===== config.mk =====
export PLATFORM = sky130hd
export DESIGN_NAME = serial_parallel_rx_flat
export DESIGN_NICKNAME = d
export VERILOG_FILES = /design/src/rtl/serial_parallel_rx_if.sv /design/src/rtl/serial_parallel_rx.sv /design/src/flat_wrapper.sv
export SDC_FILE = /design/constraint.sdc
export NUM_CORES = 1
export LEC_CHECK = 0
export BUFFER_PORTS_ARGS = -buffer_cell sky130_fd_sc_hd__buf_2
export CORE_UTILIZATION = 40
export DETAILED_ROUTE_END_ITERATION = 7
export GPL_ROUTABILITY_DRIVEN = 1
export HOLD_SLACK_MARGIN = 0.03
export MAX_ROUTING_LAYER = met4
export PLACE_DENSITY = 0.71
export RECOVER_POWER = 50
export SLEW_MARGIN = 10
export SYNTH_ARGS = -nofsm -noshare
export SYNTH_HDL_FRONTEND = slang
export SYNTH_SLANG_ARGS = --single-unit

===== constraint.sdc =====
create_clock -name clk -period 5.2 [get_ports clk]
set_clock_uncertainty 0.05 [all_clocks]
set_input_delay 0.52 -clock clk [delete_from_list [all_inputs] [get_ports clk]]
set_output_delay 0.52 -clock clk [all_outputs]
set_load 0.1 [all_outputs]

===== src/rtl/serial_parallel_rx_if.sv =====
// CPU-side bundle of the serial receiver: the serial line in, plus the held character,
// its status flags and the valid/ready handshake.
interface serial_parallel_rx_if #(
  parameter int DATA_BITS = 8
);
  logic                 fromSerial;
  logic                 ready;
  logic [DATA_BITS-1:0] dataToCPU;
  logic                 charReceived;
  logic                 frameErr;
  logic                 parityErr;
  logic                 overrun;
  logic                 busy;

  modport master (
    input  fromSerial, ready,
    output dataToCPU, charReceived, frameErr, parityErr, overrun, busy
  );

  modport slave (
    output fromSerial, ready,
    input  dataToCPU, charReceived, frameErr, parityErr, overrun, busy
  );
endinterface


===== src/rtl/serial_parallel_rx.sv =====
// Oversampling asynchronous frame receiver with a one-entry valid/ready output register.
// Optional parity bit compiled in with `define UART_RX_PARITY_EN.
module serial_parallel_rx #(
  parameter int DATA_BITS    = 8,
  parameter int CLKS_PER_BIT = 16,
  parameter int PARITY_ODD   = 0
) (
  input  logic                 clk,
  input  logic                 reset,
  serial_parallel_rx_if.master bus
);
  localparam int HALF = CLKS_PER_BIT / 2;
  localparam int CW   = $clog2(CLKS_PER_BIT);
  localparam int BW   = (DATA_BITS > 1) ? $clog2(DATA_BITS) : 1;

  typedef enum logic [2:0] {
    S_IDLE,
    S_START,
    S_DATA,
`ifdef UART_RX_PARITY_EN
    S_PARITY,
`endif
    S_STOP,
    S_WAIT_HIGH
  } state_t;

  function automatic logic parity_fail(input logic [DATA_BITS-1:0] d, input logic p);
    parity_fail = ((^d) ^ p) != PARITY_ODD[0];
  endfunction

  state_t               r_state;
  logic                 r_sync1, r_rx;
  logic [CW-1:0]        r_cnt;
  logic [BW-1:0]        r_bitcnt;
  logic [DATA_BITS-1:0] r_shift;
  logic [DATA_BITS-1:0] r_data;
  logic                 r_valid, r_ferr, r_perr, r_ovr, r_busy;
`ifdef UART_RX_PARITY_EN
  logic                 r_par;
`endif

  logic w_accept, w_tick, w_perr;
  assign w_accept = r_valid & bus.ready;
  assign w_tick   = (r_cnt == '0);
`ifdef UART_RX_PARITY_EN
  assign w_perr   = parity_fail(r_shift, r_par);
`else
  assign w_perr   = 1'b0;
`endif

  always_ff @(posedge clk) begin
    if (!reset) begin
      r_state  <= S_IDLE;
      r_sync1  <= 1'b1;
      r_rx     <= 1'b1;
      r_cnt    <= '0;
      r_bitcnt <= '0;
      r_shift  <= '0;
      r_data   <= '0;
      r_valid  <= 1'b0;
      r_ferr   <= 1'b0;
      r_perr   <= 1'b0;
      r_ovr    <= 1'b0;
      r_busy   <= 1'b0;
`ifdef UART_RX_PARITY_EN
      r_par    <= 1'b0;
`endif
    end else begin
      r_sync1 <= bus.fromSerial;
      r_rx    <= r_sync1;
      if (w_accept) begin
        r_valid <= 1'b0;
        r_ovr   <= 1'b0;
      end
      case (r_state)
        S_IDLE: begin
          if (!r_rx) begin
            r_state  <= S_START;
            r_bitcnt <= '0;
            r_cnt    <= CW'(HALF - 1);
            r_busy   <= 1'b1;
          end
        end
        S_START: begin
          if (!w_tick) begin
            r_cnt <= r_cnt - 1'b1;
          end else if (r_rx) begin
            r_state <= S_IDLE;
            r_busy  <= 1'b0;
          end else begin
            r_state <= S_DATA;
            r_cnt   <= CW'(CLKS_PER_BIT - 1);
          end
        end
        S_DATA: begin
          if (!w_tick) begin
            r_cnt <= r_cnt - 1'b1;
          end else begin
            r_shift <= {r_rx, r_shift[DATA_BITS-1:1]};
            r_cnt   <= CW'(CLKS_PER_BIT - 1);
            if (r_bitcnt == BW'(DATA_BITS - 1)) begin
`ifdef UART_RX_PARITY_EN
              r_state <= S_PARITY;
`else
              r_state <= S_STOP;
`endif
            end else begin
              r_bitcnt <= r_bitcnt + 1'b1;
            end
          end
        end
`ifdef UART_RX_PARITY_EN
        S_PARITY: begin
          if (!w_tick) begin
            r_cnt <= r_cnt - 1'b1;
          end else begin
            r_par   <= r_rx;
            r_state <= S_STOP;
            r_cnt   <= CW'(CLKS_PER_BIT - 1);
          end
        end
`endif
        S_STOP: begin
          if (!w_tick) begin
            r_cnt <= r_cnt - 1'b1;
          end else begin
            // A full register that is not being drained this cycle loses the new frame.
            if (!r_valid || w_accept) begin
              r_data  <= r_shift;
              r_ferr  <= ~r_rx;
              r_perr  <= w_perr;
              r_valid <= 1'b1;
            end else begin
              r_ovr <= 1'b1;
            end
            if (r_rx) begin
              r_state <= S_IDLE;
              r_busy  <= 1'b0;
            end else begin
              r_state <= S_WAIT_HIGH;
            end
          end
        end
        S_WAIT_HIGH: begin
          if (r_rx) begin
            r_state <= S_IDLE;
            r_busy  <= 1'b0;
          end
        end
        default: begin
          r_state <= S_IDLE;
          r_busy  <= 1'b0;
        end
      endcase
    end
  end

  assign bus.dataToCPU    = r_data;
  assign bus.charReceived = r_valid;
  assign bus.frameErr     = r_ferr;
  assign bus.parityErr    = r_perr;
  assign bus.overrun      = r_ovr;
  assign bus.busy         = r_busy;
endmodule


===== src/flat_wrapper.sv =====
// flat-port wrapper written by rule: the top's interface ports become plain ports
module serial_parallel_rx_flat 
#(
  parameter int DATA_BITS    = 8,
  parameter int CLKS_PER_BIT = 16,
  parameter int PARITY_ODD   = 0
)
  (clk, reset, bus_fromSerial, bus_ready, bus_dataToCPU, bus_charReceived, bus_frameErr, bus_parityErr, bus_overrun, bus_busy);
  serial_parallel_rx_if #(.DATA_BITS(DATA_BITS)) bus_i ();
  input  logic clk;
  input  logic reset;
  input wire logic [$bits(bus_i.fromSerial)-1:0] bus_fromSerial;
  input wire logic [$bits(bus_i.ready)-1:0] bus_ready;
  output wire logic [$bits(bus_i.dataToCPU)-1:0] bus_dataToCPU;
  output wire logic [$bits(bus_i.charReceived)-1:0] bus_charReceived;
  output wire logic [$bits(bus_i.frameErr)-1:0] bus_frameErr;
  output wire logic [$bits(bus_i.parityErr)-1:0] bus_parityErr;
  output wire logic [$bits(bus_i.overrun)-1:0] bus_overrun;
  output wire logic [$bits(bus_i.busy)-1:0] bus_busy;
  assign bus_i.fromSerial = bus_fromSerial;
  assign bus_i.ready = bus_ready;
  assign bus_dataToCPU = bus_i.dataToCPU;
  assign bus_charReceived = bus_i.charReceived;
  assign bus_frameErr = bus_i.frameErr;
  assign bus_parityErr = bus_i.parityErr;
  assign bus_overrun = bus_i.overrun;
  assign bus_busy = bus_i.busy;
  serial_parallel_rx #(.DATA_BITS(DATA_BITS), .CLKS_PER_BIT(CLKS_PER_BIT), .PARITY_ODD(PARITY_ODD)) u_core (.clk(clk), .reset(reset), .bus(bus_i));
endmodule

Word level (Yosys, flattened, before mapping) --
Index checks and enable logic that the tools add are counted.
Storage, ports and cells: output and inout bits 13, flip-flop bits (word level) 32
Operators by class: reduce and logical (&&, ||, !) cells 13, bitwise operators 3, muxes and demuxes 31, eq/ne operators 15, add/subtract/negate cells 2
Operators by type and width (number):
- 2-to-1 mux 3 bit | 10
- 2-to-1 mux 4 bit | 5
- one-hot mux 4 bit (4 select lines) | 1
- one-hot mux 3 bit (5 select lines) | 1
- inequality test 2 x 1 -> 1 bit, second input constant | 6
- 2-to-1 mux 1 bit | 11
- AND reduction 4 bit | 2
- == test 3 x 2 -> 1 bit, second input constant | 2
- == test 3 bit, second input constant | 2
- inequality test 2 bit, second input constant | 3
- one-hot mux 3 bit (2 select lines) | 1
- AND reduction 3 bit | 2
- AND reduction 6 bit | 1
- zero test 4 bit | 1
- one-hot mux 1 bit (4 select lines) | 1
- nonzero test 4 bit | 1
- subtractor 4 x 1 -> 4 bit, second input constant | 1
- adder 3 x 1 -> 3 bit, second input constant | 1
- == test 3 x 1 -> 1 bit, second input constant | 1
- zero test 3 bit | 1
- inequality test 3 bit, second input constant | 1
- 2-to-1 mux 2 bit | 1
- NOT 1 bit | 2
- AND reduction 2 bit | 1
- other kinds (5) | 5

Logic depth before layout (Yosys ltp) --
Gate-level depths: netlist of the first run.
word-level depth 5, depth in mapped cells 7, depth with buffers taken out 6

Worst setup path after synthesis of the first run --
OpenSTA, ideal clock, no wires.
path kind register -> register, from register u_core.r_valid, in the netlist u_core.bus.charReceived, to register u_core.r_data[5], in the netlist u_core.bus.dataToCPU[5], setup slack 3.368 ns, arrival time 1.661 ns, clock period less this slack 1.832 ns, library setup time 0.121 ns, stages on the path, launching flop included 6, required time 5.029 ns, cells stage by stage dfxtp_1 -> nor2b_1 -> nor4b_4 -> buf_6 -> nand3_1 -> o21ai_0
Between the ends: word-level cells in the longest chain between the ends 3
RTL lines:
- start, declared | RTL line serial_parallel_rx.sv:37 | logic r_valid, r_ferr, r_perr, r_ovr, r_busy;
- start signal, assigned | RTL line serial_parallel_rx.sv:60 | r_valid <= 1'b0;
- start signal, assigned | RTL line serial_parallel_rx.sv:72 | r_valid <= 1'b0;
- start signal, assigned | RTL line serial_parallel_rx.sv:132 | r_valid <= 1'b1;
- bitwise AND 1 bit or zero test 1 bit (tied branches) | RTL line serial_parallel_rx.sv:43, serial_parallel_rx.sv:128
- logical OR 1 bit * | RTL line serial_parallel_rx.sv:128 | if (!r_valid || w_accept) begin
- AND reduction 3 bit (no source line) *
- end signal, assigned | RTL line serial_parallel_rx.sv:129 | r_data <= r_shift;
- end, declared | RTL line serial_parallel_rx.sv:36 | logic [DATA_BITS-1:0] r_data;
Mark *: on every way between the ends. The rest lies on a longest branch, timed or not. A chain may end at the register's enable or synchronous reset.

Final worst setup path of the first run --
from register u_core.r_cnt[0], to register u_core.r_bitcnt[2]
Between the ends: word-level cells in the longest chain between the ends 3
RTL lines:
- start, declared | RTL line serial_parallel_rx.sv:33 | logic [CW-1:0] r_cnt;
- start signal, assigned | RTL line serial_parallel_rx.sv:80 | r_cnt <= CW'(HALF - 1);
- start signal, assigned | RTL line serial_parallel_rx.sv:86 | r_cnt <= r_cnt - 1'b1;
- start signal, assigned | RTL line serial_parallel_rx.sv:92 | r_cnt <= CW'(CLKS_PER_BIT - 1);
- zero test 4 bit | RTL line serial_parallel_rx.sv:44 | assign w_tick = (r_cnt == '0);
- inequality test 2 x 1 -> 1 bit (no source line)
- AND reduction 4 bit (no source line)
- end signal, assigned | RTL line serial_parallel_rx.sv:108 | r_bitcnt <= r_bitcnt + 1'b1;
- end, declared | RTL line serial_parallel_rx.sv:34 | logic [BW-1:0] r_bitcnt;
No other way between the ends.

==> summary by stage, run 1 <==
Status
The run finished with clean final reports.

Clocking
The later pin in the worst-skew pair is clocked with a latency of 0.33 ns. The clock root buffer master is sky130_fd_sc_hd__clkbuf_4. The number of H-tree levels is 2. Once the clock tree was built, the setup fixing pass inserted 0 buffers.

TritonCTS built the clock tree. The number of buffers inserted during clock tree synthesis is 5. No sink is reached through more buffers than the 2 on the longest clock path. The clock-pin slew on the worst setup and hold paths is approximately 0.1 ns. The clock net in this run drives a total of 32 sinks. Buffers inserted to repair hold after CTS numbered 0.

After clock tree synthesis, the repair step resized 0 gates.

Timing
The final clock period utilization by the worst path is 0.548. Setup repair after global routing left no endpoint under its margin. The maximum clock frequency is around 350 MHz. The number of pins with negative max-slew slack in the final report came to 0.

The worst hold margin is between 0.3 and 0.4 ns. The relative slew slack is 0.227. The minimum period implied by the final worst setup slack is about 2.9 ns. For the final routed database, the setup TNS stands at 0 ns. The final number of setup-violating endpoints is 0. For the pin with the worst max-slew slack, the measured transition is roughly 1.2 ns. The number of hold-slack violations in the final timing report is 0.

Yosys
The share of the Yosys chip area taken by registers is 0.476. Yosys mapped the design onto 33 distinct sky130hd cell types. Of the total synthesized cell area, the portion taken by XOR and XNOR cells is 0.00651.

In this run, synthesis produced a sequential element count of 32. Synthesis handed over a netlist of 146 instances. The adder-cell area share of the yosys netlist is 0.0279. Each instance of the synthesized netlist takes up on average roughly 9.2 um^2. The synthesized-area fraction occupied by and/or/nand/nor cells is 0.222. The complex-gate fraction of the synthesized area is 0.125. By area, the combinational part of the netlist is dominated by simple AND/OR/NAND/NOR gates.

The number of warnings reported in the yosys synthesis log is 0. The number of nets produced by synthesis is ~150. Summing every instance area after synthesis gives about 1300 um^2. Of the post-synthesis cell area, the part taken by muxes is 0.0967.

Hold path
The path class of the tightest hold or removal check is primary input to flop.

Place
The quantity of I/O buffers inserted on ports is 15. The detailed-placement wirelength estimate is between 1.5 and 2 mm. In this run, placement finished with an instance count of 197. At the end of routability-driven placement, the weighted congestion stood at around 0.74.

Cells and area
Leaving out fill and tap cells, the most frequent cells in the layout are sky130_fd_sc_hd__dfxtp_1, sky130_fd_sc_hd__nand2_1, sky130_fd_sc_hd__nor2_1. The most frequent standard cell in the layout excluding fill and tap cells is sky130_fd_sc_hd__dfxtp_1. Relative to the synthesized area, the layout overhead comes to 11.5%.

Of the cells placed in the final design, the portion with a size suffix greater than 1 is 0.0683. The fraction of the core area covered by cells at the end of the flow is 0.480. For this run, the number of standard cells in the final layout without fillers is 205.

The final layout contains around 170 nets. The diode insertion count for antenna repair is 0.

Detailed routing
For this run, the detailed router's first-pass iteration total came to 4. For this block, the initial DRC count from the detailed router was 34. The wire length after detailed routing is roughly 2.4 mm. The average vias per placed instance is approximately 5.0.

Detailed routing inserted a total of 1016 vias. The post-detailed-route count of antenna-violating nets is 0. The number of design rule violations left after detail routing is 0. The average wire per standard cell is 11.7 um.

GRT
The via count of the first global-routing pass is 946. The first global-routing pass estimated 4.13 mm of wire. Global routing finished with a remaining overflow of 0. The pin count of the biggest net entering global routing is 27. The overall fraction of global-route tracks in use is 0.162.

The busiest layer in global routing is met2. For met2 alone, demand over resource in global routing was 0.260. The number of antenna violations at the first check in global routing is 0. For this run, global-route usage on met3 was measured as 0.0584.

For met1 alone, demand over resource in global routing was 0.185.

Power and ir drop
For this design the ratio of total power to cell area is 340 nW/um^2. The analysis attributes to cell leakage a power of approximately 0.6 nW. The worst-case IR drop observed on VDD is approximately 0.20 mV.

Floorplan
The die is 60.0 um tall. The total number of placement rows is 20. For this configuration, the core starts out at a cell density of 0.430. Measured along the x axis, the die boundary spans between 60 and 70 um. In this run the count of I/O pins placed on the die edge is 17. The core region is between 3000 and 4000 um^2. The floorplan die area is around 3600 um^2.

Setup path
The number of buffers and inverters on the critical path is 1. The kind of launch point of the worst setup path is a flop. The required time of the critical path is 5.41 ns.

The largest incremental delay on the critical path is about 0.73 ns. The worst setup path is captured at a flop. The category of cells accounting for the largest share of critical-path delay is simple AND/OR/NAND/NOR gates. The signal on the critical path passes through inv_1, ha_1, nor3b_1, nand4bb_1, nor2_1, mux2i_1. The type of the worst setup path is flop to flop.

The maximum fanout along the worst path is 11. Data on the critical path arrives at its endpoint at just over 3 ns. The largest individual stage delay along the critical path comes from the cell sky130_fd_sc_hd__nor3b_1.

Run
The number of max-cap violations is 0.
[cells in the mapped netlist, drive strengths merged]
master	count	area, um^2
dfxtp	32	641
xnor2	1	8.76
nand2b	4	25.0
a21oi	5	25.0
nor3b	3	33.8
o21ai	8	40.0
ha	3	37.5
nand3	8	40.0
nor4b	1	23.8
a211oi	3	22.5
clkbuf	5	18.8
nand2	20	75.1
buf	3	23.8
nor2b	1	6.26
a221oi	1	8.76
nor3	2	10.0
nand3b	1	7.51
o211ai	1	7.51
a211o	1	8.76
o21bai	1	7.51
a311oi	2	17.5
nand4bb	1	11.3
nor2	16	60.1
o21a	2	15.0
inv	4	15.0
mux2i	13	130
a21o	1	7.51
conb	1	3.75
o41ai	1	8.76
or3	1	6.26
[sequential cells by signal, indices dropped and copies added, names as in the netlist]
signal                   cells
u_core.bus.dataToCPU         8
u_core.r_shift               8
u_core.r_cnt                 4
u_core.r_bitcnt              3
u_core.r_state               3
u_core.bus.busy              1
u_core.bus.charReceived      1
u_core.bus.frameErr          1
u_core.bus.overrun           1
u_core.r_rx                  1
u_core.r_sync1               1
[power by group]
part	internal (mW)	switching [mW]	total, mW
registers	0.250	0.00504	0.255
clock network	0.128	0.0837	0.211
logic	0.0143	0.0304	0.0447
total	0.392	0.119	0.511
[logic make-up (layout without fill, tap and decap cells)]
group | count (synthesis) | in the layout
simple gates | 58 | 58
flops | 32 | 32
compound gates | 26 | 26
mux | 13 | 13
buf+inv | 12 | 27
fa+ha+maj | 3 | 3
other cells | 1 | 1
xor+xnor | 1 | 1
[routing by layer]
layer,vias up,share of wire
li1,525,-
met1,470,0.48
met2,17,0.47
met3,4,0.042
met4,0,0.013
met5,-,0
[path summary, 6_finish.rpt]
kind	startpoint	endpoint	slack (ns)	cells after the start
max	u_core.r_cnt[0]	u_core.r_bitcnt[2]	2.35	6
min	bus_fromSerial	u_core.r_sync1	0.32	2
max reg2reg	u_core.r_cnt[0]	u_core.r_bitcnt[2]	2.35	6
min reg2reg	u_core.r_sync1	u_core.r_rx	0.37	1
[final cells by class]
cell class / count / area [um^2]
well taps: 44 / 55.1
flip-flops and latches: 32 / 641
multi-input cells: 102 / 637
clock inverters: 1 / 30.0
clock buffers: 7 / 65.1
inverters: 4 / 15.0
fillers: 319 / 1630
repair buffers: 15 / 58.8
[metrics by stage]
step	instance area, um^2	power [mW]	setup WS, ns
after global placement	1430	0.306	3.04
after detailed placement	1430	0.308	2.90
after floorplan	1350	0.300	3.37
after CTS	1530	0.522	2.84
final	1500	0.511	2.35
after global routing	1500	0.534	2.06
Note: power is estimated with default switching activity, not from simulation.
==> inputs of run 2 (changes only) <==
Settings changed: PLACE_DENSITY 0.71 to 0.73.
Clock period 5.2 ns to 2.5 ns, I/O delays scaled along.
==> summary by stage, run 2 (synthesis gave the netlist of run 1 again) <==
Detailed routing
The wire length after detailed routing came to 2.45 mm (+1.6%). The post-detailed-route count of antenna-violating nets is 0 (unchanged). The first-pass iteration count of the detailed router is 4 (unchanged). The average vias per placed instance is 5.09 (+2.6%). The routed via count is 1063 (+4.6%). The iteration-0 DRC count of the detailed router is 24 (-29%). The number of design rule violations left after detail routing is 0 (unchanged). The average wire per standard cell is 11.7 um (-0.33%).

GRT
The overall fraction of global-route tracks in use is 0.162 (-0.000379). The via count of the first global-routing pass is 999 (+5.6%). The number of antenna violations at the first check in global routing came to 0 (unchanged).

The sum of overflow across all layers after global routing was 0 (unchanged). The pin count of the biggest net entering global routing is 26 (-3.7%). The global-route wire length before repair is 4.16 mm (+0.82%).

Power and ir drop
The power consumption is 0.943 mW (+85%). The static leakage was 0.606 nW (+1.0%). The cell area power density was 623 nW/um^2 (+83%). The maximum vdd drop is 0.332 mV (+65%).

Cells and area
The summed area of non-filler cells in the final layout is 1510 um^2 (+0.83%). The share of final-layout standard cells stronger than drive strength 1 is 0.0909 (+0.0226). The multi-input combinational cell area is 648 um^2 (+1.8%). In the layout the commonest cells are sky130_fd_sc_hd__dfxtp_1, sky130_fd_sc_hd__nand2_1, sky130_fd_sc_hd__nor2_1. The most frequent standard cell in the layout excluding fill and tap cells is sky130_fd_sc_hd__dfxtp_1. The total area of sequential cells is 641 um^2 (unchanged). The final cell count without fillers is 209 (+2.0%). The final-stage net count is 171 (+2.4%).

The diode insertion count for antenna repair is 0 (unchanged). Compared with the post-synthesis result, the final layout area differs by 12.5%. The filler cell count is 314 (-1.6%).

Setup path
The kind of launch point of the worst setup path is a flop. The maximum fanout along the worst path is 9 (-2). The cell count of the worst reg-to-reg path is 7 (+1). The worst setup path is captured at a flop.

The type of the worst setup path is flop to flop. The worst path arrival time was 2.14 ns (-0.92 ns). The required time of the critical path was 2.65 ns (-2.76 ns).

Status
The run finished with clean final reports.

Place
The post-placement worst setup slack came to 0.532 ns (-2.37 ns). The detailed-placement wirelength estimate is 1.74 mm (+6.0%). The number of placed instances with taps included was 200 (+1.5%). The quantity of I/O buffers inserted on ports is 15 (unchanged).

The placer congestion estimate is 0.742 (+0.27%). The instance area after placement is 1460 um^2 (+1.6%).

Timing
The final critical-path setup slack is 0.513 ns (-1.83 ns). The summed negative setup slack over all endpoints came to 0 ns (unchanged). The final number of setup-violating endpoints is 0 (unchanged).

The minimum period implied by the final worst setup slack is 1.99 ns (-0.865 ns). The transition time at the pin with the least slew margin is 1.16 ns (-0.000235 ns). The final clock period utilization by the worst path is 0.795 (+0.246). The maximum clock frequency was 503 MHz (+44%).

The number of hold-slack violations in the final timing report was 0 (unchanged). Setup repair after global routing left no endpoint under its margin. The relative slew slack is 0.227 (about the same). The number of pins with negative max-slew slack in the final report was 0 (unchanged).

Clocking
The quantity of gates resized following cts is 0 (unchanged). The clock-pin slew on the worst setup and hold paths is 0.10 ns (about the same). The latest clock arrival within the worst-skew pair is 0.33 ns (about the same). The number of buffers inserted during clock tree synthesis was 5 (unchanged).

The clock sink count came to 32 (unchanged). The number of H-tree levels is 2 (unchanged). The tree is rooted in a sky130_fd_sc_hd__clkbuf_4. The buffer levels on the longest clock path is 2 (unchanged).

The buffer count from post-CTS setup fixing was 0 (unchanged). The quantity of hold-fixing buffers added after cts is 0 (unchanged). TritonCTS built the clock tree.

Floorplan
The width of the die came to 60.0 um (unchanged). The die boundary height is 60.0 um (unchanged). The floorplan die area is 3600 um^2 (unchanged). The starting utilization of the core area came to 0.430 (unchanged). The placeable core region is 3130 um^2 (unchanged). The number of primary I/O pins came to 17 (unchanged).

The total number of placement rows came to 20 (unchanged).

Run
The number of max-cap violations is 0 (unchanged).

Hold path
The tightest min-delay check is of the primary input to flop type. The depth of the worst hold-timing path was 2 (unchanged).
run 2: path summary, 6_finish.rpt:
kind	from	endpoint	slack, ns
worst min-delay path	bus_ready	u_core.bus.overrun	0.06
worst min register to register	u_core.r_sync1	u_core.r_rx	0.37
worst max-delay path	u_core.r_cnt[0]	u_core.r_shift[3]	0.51
worst max register to register	u_core.r_cnt[0]	u_core.r_shift[3]	0.51
run 2: area by class of cell:
type / count / area share
well taps: 44 / 0.0364
multi-input cells: 102 / 0.428
repair buffers: 19 / 0.0612
flip-flops and latches: 32 / 0.423
clock inverters: 1 / 0.00496
clock buffers: 7 / 0.0364
inverters: 4 / 0.00992
run 2: report_power, final:
group | total, mW | switching [mW] | internal (mW) | leakage, nW
combinational | 0.0992 | 0.0635 | 0.0357 | 0.315
sequential | 0.531 | 0.0115 | 0.520 | 0.259
clock | 0.312 | 0.175 | 0.138 | 0.0315
run 2: routing by layer:
| metal | part of all wire | global-route usage | vias to the layer above |
|---|---|---|---|
| met5 | 0 | - | - |
| met4 | 0.014 | 0.0664 | 0 |
| met3 | 0.036 | 0.0584 | 6 |
| met2 | 0.48 | 0.267 | 18 |
| met1 | 0.47 | 0.176 | 496 |
| li1 | - | - | 543 |
run 2: worst max-delay path, stage by stage, from the launching register on:
cell	delay, ns
sky130_fd_sc_hd__dfxtp_1	0.35
sky130_fd_sc_hd__inv_1	0.07
sky130_fd_sc_hd__ha_1	0.18
sky130_fd_sc_hd__nor3b_4	0.37
sky130_fd_sc_hd__nand4bb_1	0.33
sky130_fd_sc_hd__buf_4	0.28
sky130_fd_sc_hd__mux2i_1	0.18
sky130_fd_sc_hd__nor2_1	0.06
run 2: through the flow:
stage | util | hold WS, ns
CTS | 0.486 | 0.0369
finish | 0.484 | 0.0550
global placement | 0.466 | 0.344
global route | 0.484 | 0.0466
detailed placement | 0.466 | 0.352
floorplan | - | 0.301
==> inputs of run 3 (changes only) <==
Settings changed: PLACE_DENSITY 0.73 to 0.71.
Clock period 2.5 ns to 1.85 ns, I/O delays scaled along.
==> summary by stage, run 3 (synthesis gave the netlist of run 1 again) <==
Power and ir drop
The power consumption was 1.42 mW (+50%). The maximum vdd drop is 0.441 mV (+33%). The static leakage is 0.717 nW (+18%). The cell area power density came to 863 nW/um^2 (+39%).

Floorplan
The width of the die is 60.0 um (unchanged). The starting utilization of the core area was 0.430 (unchanged). The placeable core region was 3130 um^2 (unchanged). The die boundary height is 60.0 um (unchanged).

The number of primary I/O pins came to 17 (unchanged). The total number of placement rows came to 20 (unchanged). The floorplan die area is 3600 um^2 (unchanged).

Setup path
The number of buffers and inverters on the critical path is 3 (+1). In this design, the largest share of critical-path delay is due to simple AND/OR/NAND/NOR gates. The maximum fanout along the worst path came to 4 (-5). The worst reg2reg path endpoint is u_core.bus.dataToCPU[1]. The setup path with the least slack is of type flop to flop. The worst path arrival time is 1.97 ns (-0.17 ns). The critical path goes through inv_1, ha_2, nor3b_4, buf_6, nor4b_4, buf_2, nand3_1, o21ai_0.

The slack of the worst reg-to-reg path is 0.1 ns (-0.42 ns). The kind of launch point of the worst setup path is a flop. The master of the slowest instance on the critical path is sky130_fd_sc_hd__dfxtp_2.

The largest incremental delay on the critical path is 0.33 ns (-0.04 ns). STA classifies the critical path endpoint as a flop. The cell count of the worst reg-to-reg path came to 8 (+1). The origin of the critical flop-to-flop path is u_core.r_cnt[0].

The required time of the critical path is 2.07 ns (-0.58 ns).

Cells and area
The layout overhead on the synthesized area is 22.0%. The final-stage net count was 182 (+6.4%). The summed area of non-filler cells in the final layout is 1640 um^2 (+8.5%). The share of final-layout standard cells stronger than drive strength 1 came to 0.233 (+0.142). The diode insertion count for antenna repair is 0 (unchanged). The most frequent standard cell in the layout excluding fill and tap cells is sky130_fd_sc_hd__dfxtp_1. The filler cell count is 295 (-6.1%). The final cell count without fillers came to 220 (+5.3%). The fraction of the core area covered by cells at the end of the flow was 0.525 (+0.0412). In the layout the commonest cells are sky130_fd_sc_hd__dfxtp_1, sky130_fd_sc_hd__nand2_1, sky130_fd_sc_hd__nor2_1.

Timing
Setup repair after global routing could not meet its margin everywhere. The number of pins with negative max-slew slack in the final report is 0 (unchanged). The maximum clock frequency was 570 MHz (+13%). The relative slew slack is 0.638 (+0.412).

The final clock period utilization by the worst path is 0.948 (+0.153). The final number of setup-violating endpoints is 0 (unchanged). The transition time at the pin with the least slew margin is 0.545 ns (-0.620 ns). The minimum period implied by the final worst setup slack is 1.75 ns (-0.233 ns). The number of hold-slack violations in the final timing report is 0 (unchanged).

Clocking
The latest clock arrival within the worst-skew pair was 0.33 ns (about the same). The number of buffers inserted during clock tree synthesis is 5 (unchanged). In this run the clock root is driven by a sky130_fd_sc_hd__clkbuf_4. The clock sink count is 32 (unchanged). The number of H-tree levels is 2 (unchanged).

The buffer levels on the longest clock path was 2 (unchanged). The clock tree from TritonCTS is built. The clock-pin slew on the worst setup and hold paths came to 0.10 ns (about the same).

Detailed routing
The routed via count was 1139 (+7.1%). The iteration-0 DRC count of the detailed router came to 23 (-4.2%). The post-detailed-route count of antenna-violating nets is 0 (unchanged). The wire length after detailed routing is 2.67 mm (+9.1%). The average vias per placed instance is 5.18 (+1.8%). The first-pass iteration count of the detailed router is 4 (unchanged).

The number of design rule violations left after detail routing was 0 (unchanged). The average wire per standard cell came to 12.1 um (+3.7%).

GRT
The sum of overflow across all layers after global routing was 0 (unchanged). The pin count of the biggest net entering global routing was 24 (-7.7%). The via count of the first global-routing pass is 1012 (+1.3%). The number of antenna violations at the first check in global routing is 0 (unchanged).

The overall fraction of global-route tracks in use is 0.170 (+0.00771). The global-route wire length before repair is 4.35 mm (+4.6%).

Place
The placer congestion estimate is 0.713 (-3.9%). The quantity of I/O buffers inserted on ports came to 15 (unchanged). The number of placed instances with taps included is 203 (+1.5%).

The instance area after placement came to 1480 um^2 (+1.5%). The detailed-placement wirelength estimate is 1.70 mm (-2.7%).

Status
The flow ran to the end, and the final reports show no timing, DRC or antenna violations.

Hold path
The depth of the worst hold-timing path was 2 (unchanged). In this run the most critical hold path is launched from reset. The type of the tightest min-delay check is primary input to flop. The worst hold path terminates at u_core.bus.charReceived.

Run
The number of max-cap violations was 0 (unchanged).
-- run 3: area by class of cell --
class	instances	area, um^2	area share
Timing Repair Buffer	30	198	0.120
Tap cell	44	55.1	0.0335
Clock buffer	6	41.3	0.0251
Inverter	4	15.0	0.00914
Multi-Input combinational cell	102	656	0.399
Sequential cell	32	643	0.391
Clock inverter	2	35.0	0.0213
-- run 3: routing by layer --
layer / vias to the layer above / global-route usage / share of wire
met5: - / - / 0
li1: 563 / - / -
met2: 29 / 0.279 / 0.50
met1: 540 / 0.190 / 0.44
met3: 7 / 0.0584 / 0.042
met4: 0 / 0.0598 / 0.015
-- run 3: metrics by stage --
step	worst slack [ns]	hold slack [ns]	TNS, ns
6_report	0.0966	0.0509	0
5_1_grt	-0.00310	0.0387	-0.00319
3_3_place_gp	0.179	0.320	0
3_5_place_dp	0.103	0.328	0
4_1_cts	0.0697	0.0445	0
2_1_floorplan	0.0179	0.236	0
-- run 3: repair_timing --
| item | 4_1_cts | 5_1_grt |
|---|---|---|
| setup endpoints to repair | 0 | 22 |
| hold buffers | 2 | 0 |
| buffers inserted | 0 | 5 |
| resized for setup | 0 | 10 |
| hold endpoints to repair | 2 | 0 |
-- run 3: worst register-to-register path, cell delays in order, from the launching register on --
cell and delay, ns:
sky130_fd_sc_hd__dfxtp_2 0.33, sky130_fd_sc_hd__inv_1 0.06, sky130_fd_sc_hd__ha_2 0.18, sky130_fd_sc_hd__nor3b_4 0.25, sky130_fd_sc_hd__buf_6 0.14, sky130_fd_sc_hd__nor4b_4 0.29
sky130_fd_sc_hd__buf_2 0.22, sky130_fd_sc_hd__nand3_1 0.09, sky130_fd_sc_hd__o21ai_0 0.08
-- run 3: worst max-delay path by stage --
stage                       startpoint                      end  slack [ns]  cells after the start
3_5_place_dp           u_core.r_cnt[0]      u_core.bus.frameErr        0.10                      7
2_1_floorplan  u_core.bus.charReceived  u_core.bus.dataToCPU[5]        0.02                      5
3_3_place_gp           u_core.r_cnt[0]          u_core.r_cnt[0]        0.18                      7
6_report               u_core.r_cnt[0]  u_core.bus.dataToCPU[1]         0.1                      8
4_1_cts                u_core.r_cnt[0]  u_core.bus.dataToCPU[0]        0.07                      8
5_1_grt                u_core.r_cnt[0]  u_core.bus.dataToCPU[5]      -0.003                      8
-- run 3: power breakdown --
part / switching [mW] / total [mW] / internal [mW]
clock: 0.239 / 0.522 / 0.283
sequential: 0.0138 / 0.717 / 0.703
combinational: 0.0967 / 0.178 / 0.0817
total: 0.349 / 1.42 / 1.07
